<file path="src/rtl/as2650_pkg.sv">
// as2650_pkg: shared FSM states, requester IDs and bus widths for the AS2650 bus arbiter
package as2650_pkg;
    localparam int ADR_W = 13;
    localparam int DATA_W = 8;
    typedef enum logic [1:0] {IDLE, CPU_ACC, DMA_ACC, DONE} arb_state_t;
    typedef enum logic {REQ_CPU = 1'b0, REQ_DMA = 1'b1} req_id_t;
endpackage

</file>
<file path="src/rtl/as2650_rr_pick.sv">
// as2650_rr_pick: two-input round-robin grant; a tie goes to whoever was not served last
module as2650_rr_pick
    import as2650_pkg::*;
(
    input  logic    clk,
    input  logic    reset,
    input  logic    cpu_req,
    input  logic    dma_req,
    input  logic    upd,
    input  req_id_t served,
    output req_id_t grant
);
    req_id_t last_grant;
    always_ff @(posedge clk or posedge reset)
        if (reset) last_grant <= REQ_DMA;
        else if (upd) last_grant <= served;
    always_comb
        grant = (cpu_req && dma_req) ? ((last_grant == REQ_DMA) ? REQ_CPU : REQ_DMA)
                                     : (dma_req ? REQ_DMA : REQ_CPU);
endmodule

</file>
<file path="src/rtl/as2650_bus_arb.sv">
// as2650_bus_arb: arbitrates CPU and DMA accesses onto one shared memory with fixed wait states
module as2650_bus_arb
    import as2650_pkg::*;
#(
    parameter int WAIT_STATES = 1
)
(
    input  logic              clk,
    input  logic              reset,
    input  logic              cpu_opreq,
    input  logic [ADR_W-1:0]  cpu_adr,
    input  logic              cpu_rw,
    input  logic [DATA_W-1:0] cpu_wdata,
    output logic              cpu_opack,
    output logic [DATA_W-1:0] cpu_rdata,
    input  logic              dma_req,
    input  logic [ADR_W-1:0]  dma_adr,
    input  logic              dma_we,
    input  logic [DATA_W-1:0] dma_wdata,
    output logic              dma_ack,
    output logic [DATA_W-1:0] dma_rdata,
    output logic [ADR_W-1:0]  mem_adr,
    output logic [DATA_W-1:0] mem_wdata,
    input  logic [DATA_W-1:0] mem_rdata,
    output logic              mem_ce,
    output logic              mem_we,
    output logic              mem_oe
);
    localparam logic [2:0] LAST_CNT = 3'(WAIT_STATES);
    arb_state_t        state, state_nx;
    req_id_t           grant, owner;
    logic [2:0]        wait_cnt;
    logic              any_req, acc, last_acc, lat_we;
    logic [ADR_W-1:0]  lat_adr;
    logic [DATA_W-1:0] lat_wdata;
    assign any_req  = cpu_opreq | dma_req;
    assign acc      = (state == CPU_ACC) || (state == DMA_ACC);
    assign last_acc = acc && (wait_cnt == LAST_CNT);
    assign mem_adr   = lat_adr;
    assign mem_wdata = lat_wdata;
    assign mem_oe    = mem_ce & ~mem_we;
    as2650_rr_pick u_pick (
        .clk    (clk),
        .reset  (reset),
        .cpu_req(cpu_opreq),
        .dma_req(dma_req),
        .upd    (last_acc),
        .served (owner),
        .grant  (grant)
    );
    always_ff @(posedge clk or posedge reset)
        if (reset) state <= IDLE;
        else state <= state_nx;
    // mem strobes come from state only, so an async reset drops them at once
    always_comb begin
        state_nx  = state;
        cpu_opack = 1'b0;
        dma_ack   = 1'b0;
        mem_ce    = 1'b0;
        mem_we    = 1'b0;
        case (state)
            IDLE: state_nx = any_req ? ((grant == REQ_DMA) ? DMA_ACC : CPU_ACC) : IDLE;
            CPU_ACC, DMA_ACC: begin
                mem_ce   = 1'b1;
                mem_we   = lat_we;
                state_nx = (wait_cnt == LAST_CNT) ? DONE : state;
            end
            DONE: begin
                cpu_opack = (owner == REQ_CPU);
                dma_ack   = (owner == REQ_DMA);
                state_nx  = IDLE;
            end
            default: state_nx = IDLE;
        endcase
    end
    always_ff @(posedge clk or posedge reset)
        if (reset) begin
            wait_cnt  <= 3'd0;
            owner     <= REQ_CPU;
            lat_adr   <= '0;
            lat_we    <= 1'b0;
            lat_wdata <= '0;
            cpu_rdata <= '0;
            dma_rdata <= '0;
        end else begin
            wait_cnt <= (acc && !last_acc) ? wait_cnt + 3'd1 : 3'd0;
            if (state == IDLE && any_req) begin
                owner     <= grant;
                lat_adr   <= (grant == REQ_DMA) ? dma_adr : cpu_adr;
                lat_we    <= (grant == REQ_DMA) ? dma_we : cpu_rw;
                lat_wdata <= (grant == REQ_DMA) ? dma_wdata : cpu_wdata;
            end
            if (last_acc && !lat_we && owner == REQ_CPU) cpu_rdata <= mem_rdata;
            if (last_acc && !lat_we && owner == REQ_DMA) dma_rdata <= mem_rdata;
        end
endmodule

</file>
<file path="config.mk">
export PLATFORM = sky130hd
export DESIGN_NAME = as2650_bus_arb
export DESIGN_NICKNAME = d
export VERILOG_FILES = /design/src/rtl/as2650_pkg.sv /design/src/rtl/as2650_rr_pick.sv /design/src/rtl/as2650_bus_arb.sv
export SDC_FILE = /design/constraint.sdc
export NUM_CORES = 1
export LEC_CHECK = 0
export ABC_AREA = 1
export CAP_MARGIN = 20
export CORE_MARGIN = 5
export CORE_UTILIZATION = 38
export CTS_CLUSTER_SIZE = 20
export DETAILED_ROUTE_END_ITERATION = 7
export GPL_ROUTABILITY_DRIVEN = 0
export HOLD_SLACK_MARGIN = 0.05
export PLACE_DENSITY = 0.77
export SYNTH_ARGS = -nofsm -noshare
export SYNTH_HDL_FRONTEND = slang
export SYNTH_SLANG_ARGS = --single-unit
</file>
<file path="constraint.sdc">
create_clock -name clk -period 1.5 [get_ports clk]
set_clock_uncertainty 0.05 [all_clocks]
set_input_delay 0.15 -clock clk [delete_from_list [all_inputs] [get_ports clk]]
set_output_delay 0.15 -clock clk [all_outputs]
set_load 0.005 [all_outputs]
</file>
# == Word-level counts from Yosys, hierarchy flattened ==
# Cells that the tools add are included.
# word_totals
ff_bits,45
inputBits,56
out_inout_bits,42
wordCells,46
# op_classes
addsub,1
n_eq_ne,5
n_mux,15
bitwise_logic,4
n_reduce_logical,12
# ops
cell,count
two-way mux 13 bit,1
two-way mux 1 bit,8
two-way mux 8 bit,1
logical AND 1 bit,7
two-way mux 2 bit,3
one-hot mux 2 bit (3 select lines),1
"== test 2 bit, second input constant",2
"adder 3 x 1 -> 3 bit, second input constant",1
"== test 3 x 1 -> 1 bit, second input constant",1
two-way mux 3 bit,1
"== test 2 x 1 -> 1 bit, second input constant",1
logical NOT 1 bit,2
logical NOT 2 bit,1
"inequality test 2 bit, second input constant",1
NOT 1 bit,2
OR reduction 2 bit,1
AND 1 bit,1
logical OR 1 bit,1
bitwise OR 1 bit,1

# == Longest topological paths before layout ==
# logic_depth
depth_word,6
mapped_depth,8
depth_no_buf,7

# == Modules after synthesis ==
# A second synthesis with hierarchy kept.
# hier_totals
hier_cells,290
area_unflattened_um2,2168.3
# by_module_without_submodules
mod,n_inst,cells_each,area_each_um2,seq_area_each_um2
as2650_bus_arb,1,282,2110.8,1101.1
as2650_rr_pick,1,8,57.6,26.3

# == Worst setup path before layout ==
# No wires, ideal clock.
# synth_path
kind,flip-flop to flip-flop
startpoint,register state[0]
endpoint,register cpu_rdata[0]
setup_time_ns,0.119
t_arrival_ns,1.349
required_time_ns,1.331
path_slack_ns,-0.018
path_stages_with_launch,8
path_buffers,0
period_less_slack_ns,1.518
path_cell_list,dfrtp_1 inv_1 ha_1 inv_1 nor2_1 nand3_1 nand2_1 nand2_1
# synth_via
elab_chain_cells,5
word_cells_on_any_way,6
classes_between,eq/ne (2); reduce/logical (4)
# synth_lines
element,line_no,rtl
from (decl),as2650_bus_arb.sv:30,"arb_state_t state, state_nx;"
from (signal assigned),as2650_bus_arb.sv:53,else state <= state_nx;
== test 2 x 1 -> 1 bit / == test 2 bit (equally long branches),as2650_bus_arb.sv:37,assign acc = (state == CPU_ACC) || (state == DMA_ACC);
logical OR 1 bit *,as2650_bus_arb.sv:37,
logical AND 1 bit *,as2650_bus_arb.sv:38,assign last_acc = acc && (wait_cnt == LAST_CNT);
logical AND 1 bit * (2 in a row),as2650_bus_arb.sv:93,if (last_acc && !lat_we && owner == REQ_CPU) cpu_rdata <= mem_rdata;
to (signal assigned),as2650_bus_arb.sv:93,
to (decl),as2650_bus_arb.sv:15,"output logic [DATA_W-1:0] cpu_rdata,"
# Mark *: on every way between the ends. The rest lies on a longest branch, timed or not.
# A chain may end at the register's enable or synchronous reset.

# == Worst setup path after layout ==
# layout_path
startpoint,register state[0]
endpoint,output dma_ack
# layout_via
elab_chain_cells,2
# layout_lines
element,line_no,rtl
== test 2 bit,as2650_bus_arb.sv:61,case (state)
two-way mux 1 bit,as2650_bus_arb.sv:61,
to (decl),as2650_bus_arb.sv:20,"output logic dma_ack,"
# No other way between the ends.

==> flow_metrics.env <==
export IMPL_ys_seq_area_share_pct=51.1
export IMPL_grt_pass1_vias=2315
export IMPL_relSlewSlack_pct=77.3
export IMPL_synth_top_area_share_pct=49.9
export IMPL_grt_pass1_wl_mm=10.6
export IMPL_dp_hpwl_mm=4.72
export IMPL_critical_path_class="reg2out"
export IMPL_cp_required_ps=1300
export IMPL_rr_worst_depth=8
export IMPL_rows=27
export IMPL_start_kind="flip-flop"
export IMPL_hold_class="in2async"
export IMPL_hold_buffers=0
export IMPL_setup_viol_count_final=1
export IMPL_r2r_slack_ps=10
export IMPL_synth_largest_area_cell="dfrtp_1"
export IMPL_p_leak_nw=1.79
export IMPL_htree_levels=2
export IMPL_cts_path_max_buffers=2
export IMPL_ys_types=18
export IMPL_viasPerCell=4.75
export IMPL_ys_flop_type="dfrtp_1"
export IMPL_async_flop_share_pct=100
export IMPL_fillers=479
export IMPL_finalInstanceArea_mm2=0.00363
export IMPL_crit_fanout=2
export IMPL_min_period_over_period_pct=100
export IMPL_ioPinCount=98
export IMPL_crit_chain="buf_4 > buf_6 > ha_4 > nand2_2 > inv_1 > buf_2"
export IMPL_run_status="complete, but fails checks"
export IMPL_synth_area_leaders="dfrtp_1 50%, nand2_1 26%, nand3_1 9.8%"
export IMPL_synth_warnings=0
export IMPL_num_antenna_cells=0
export IMPL_endpoint_kind="output pin"
export IMPL_cts_buffers_inserted=5
export IMPL_synthTopCellsByCount="151 x nand2_1, 44 x dfrtp_1, 43 x nand3_1"
export IMPL_place_area_mm2=0.00337
export IMPL_root_buffer="clkbuf_8"
export IMPL_synth_area_mm2=0.00221
export IMPL_start_util_pct=39.6
export IMPL_num_vias=2270
export IMPL_antenna_found_initial=0
export IMPL_irDropWorstVdd_mv=0.875
export IMPL_drive_above_1_share_pct=16.3
export IMPL_startpoint="state[0]"
export IMPL_ant_nets=0
export IMPL_power_mw=6.80
export IMPL_crit_slowest_cell="dfrtp_1"
export IMPL_arrival_ps=1310
export IMPL_area_delta_synth_final_pct=64.5
export IMPL_r2r_end="cpu_rdata[2]"
export IMPL_track_usage_pct=17.5
export IMPL_cts_sinks=45
export IMPL_final_nets=466
export IMPL_rsz0062_at_grt="yes"
export IMPL_violations="negative setup slack"
export IMPL_tritoncts="built"
export IMPL_clock_latency_ps=290
export IMPL_drt_initial_drc_count=108
export IMPL_setup_ws_ps=-6.09
export IMPL_syn_inst=291
export IMPL_ys_ff_latch=45
export IMPL_avgSynthCellArea_um2=7.58
export IMPL_drc_errors=0
export IMPL_hold_viol=0
export IMPL_yosysMostFrequentCell="nand2_1"
export IMPL_grt_max_degree=46
export IMPL_utilization_pct=65.1
export IMPL_clock_fmax_ghz=0.664
export IMPL_core_area_mm2=0.00557
export IMPL_overflow=0
export IMPL_pwr_density_cell_mw_per_mm2=1870
export IMPL_timing_rr_start="state[0]"
export IMPL_fp_dieArea_mm2=0.00743
export IMPL_die_x_um=86.2
export IMPL_worst_slew_pin_transition_ps=339
export IMPL_max_cap_violations=0
export IMPL_wl_per_cell_um=13.7
export IMPL_fp_dieH_um=86.2
export IMPL_finalCriticalPeriod_ps=1510
export IMPL_drt_total_wl_mm=6.53
export IMPL_slew_violations=0
export IMPL_path_clk_slew_ps=90
export IMPL_portBuffers=97
export IMPL_max_stage_delay_ps=400
export IMPL_dr_pass1_iters=4
export IMPL_syn_nets=352
export IMPL_synth_edf_count=0
cell type report:
class                   instances  area, µm²  share of cell area [%]
flip-flops and latches         45       1130                    31.0
multi-input cells             216       1050                    29.0
inverters                      17       63.8                    1.76
well taps                      72       90.1                    2.48
clock inverters                 3       46.3                    1.27
clock buffers                   5       68.8                    1.90
repair buffers                120       1180                    32.5
worst max-delay path: cells and delay by family (launching register included):
family / cells / cell delay (ps)
DFF: 1 / 400
and+or+nand+nor: 1 / 50
adders and majority gates: 1 / 160
buffers and inverters: 4 / 410
where the power goes:
part / internal, mW / switching (mW) / leakage (nW)
Sequential: 1.81 / 0.367 / 0.551
Combinational: 1.99 / 1.71 / 1.19
Clock: 0.499 / 0.419 / 0.0543
Total: 4.30 / 2.50 / 1.79
layer usage:
metal,share of wire [%],track usage [%],up-vias
li1,-,-,1134
met1,43,21.7,1056
met2,48,29.8,74
met3,8.3,5.42,6
met4,0.55,4.11,0
met5,0,0,-
stage by stage:
step | setup slack, ps | cells | setup TNS, ps | hold WS (ps)
4_1_cts | 2.84 | 476 | 0 | 158
2_1_floorplan | 19.5 | 291 | 0 | 238
5_1_grt | -64.1 | 478 | -506 | 184
6_report | -6.09 | 478 | -6.09 | 154
3_3_place_gp | -48.8 | 465 | -76.7 | 402
3_5_place_dp | -76.0 | 465 | -143 | 411
worst max path at each step:
stage	to	slack, ps	cells after the start
finish	dma_ack	-6	6
CTS	dma_ack	3	5
detailed placement	mem_oe	-80	5
floorplan	cpu_rdata[0]	20	7
global route	dma_ack	-60	6
global placement	mem_oe	-50	5
registers in the layout, summed over array words and instances, names as in the netlist:
register	flops
state	2
dma_rdata	8
owner	1
lat_we	1
wait_cnt	3
mem_wdata	8
u_pick.last_grant	1
mem_adr	13
cpu_rdata	8
repair_timing:
action,in CTS,in global routing
pin swaps,1,15
setup buffers,3,2
endpoints found under the hold margin,0,0
gates resized for setup,27,23
cloned,0,1
endpoints found under the setup margin,16,43
cells by family after synthesis:
| kind of cell | count (synthesis) | share of synthesized area [%] |
|---|---|---|
| fa+ha+maj | 5 | 2.83 |
| simple gates | 205 | 38.2 |
| flops | 45 | 51.1 |
| buf+inv | 30 | 6.41 |
| xor+xnor | 1 | 0.397 |
| compound gates | 5 | 1.13 |
cells in the final DEF (no fill, tap or decap):
| cell | n |
|---|---|
| nand2_1 | 150 |
| clkdlybuf4s50_1 | 92 |
| dfrtp_1 | 44 |
| nand3_1 | 31 |
| buf_4 | 17 |
| nand3_2 | 12 |
| inv_1 | 9 |
| inv_2 | 7 |
| nor2_1 | 5 |
| clkbuf_8 | 5 |
| o21ai_0 | 4 |
| buf_2 | 4 |
| nor2_4 | 3 |
| buf_12 | 3 |
| ha_2 | 2 |
| ha_4 | 2 |
| buf_6 | 2 |
| nor2_2 | 1 |
| nand4_1 | 1 |
| nand3_4 | 1 |
| clkinv_1 | 1 |
| xnor2_1 | 1 |
| nand2_2 | 1 |
| o21ai_1 | 1 |
| ha_1 | 1 |
| bufinv_16 | 1 |
| clkinvlp_4 | 1 |
| clkinv_4 | 1 |
| clkbuf_16 | 1 |
| clkbuf_2 | 1 |
| dfstp_2 | 1 |
(Power assumes the default switching activity.)
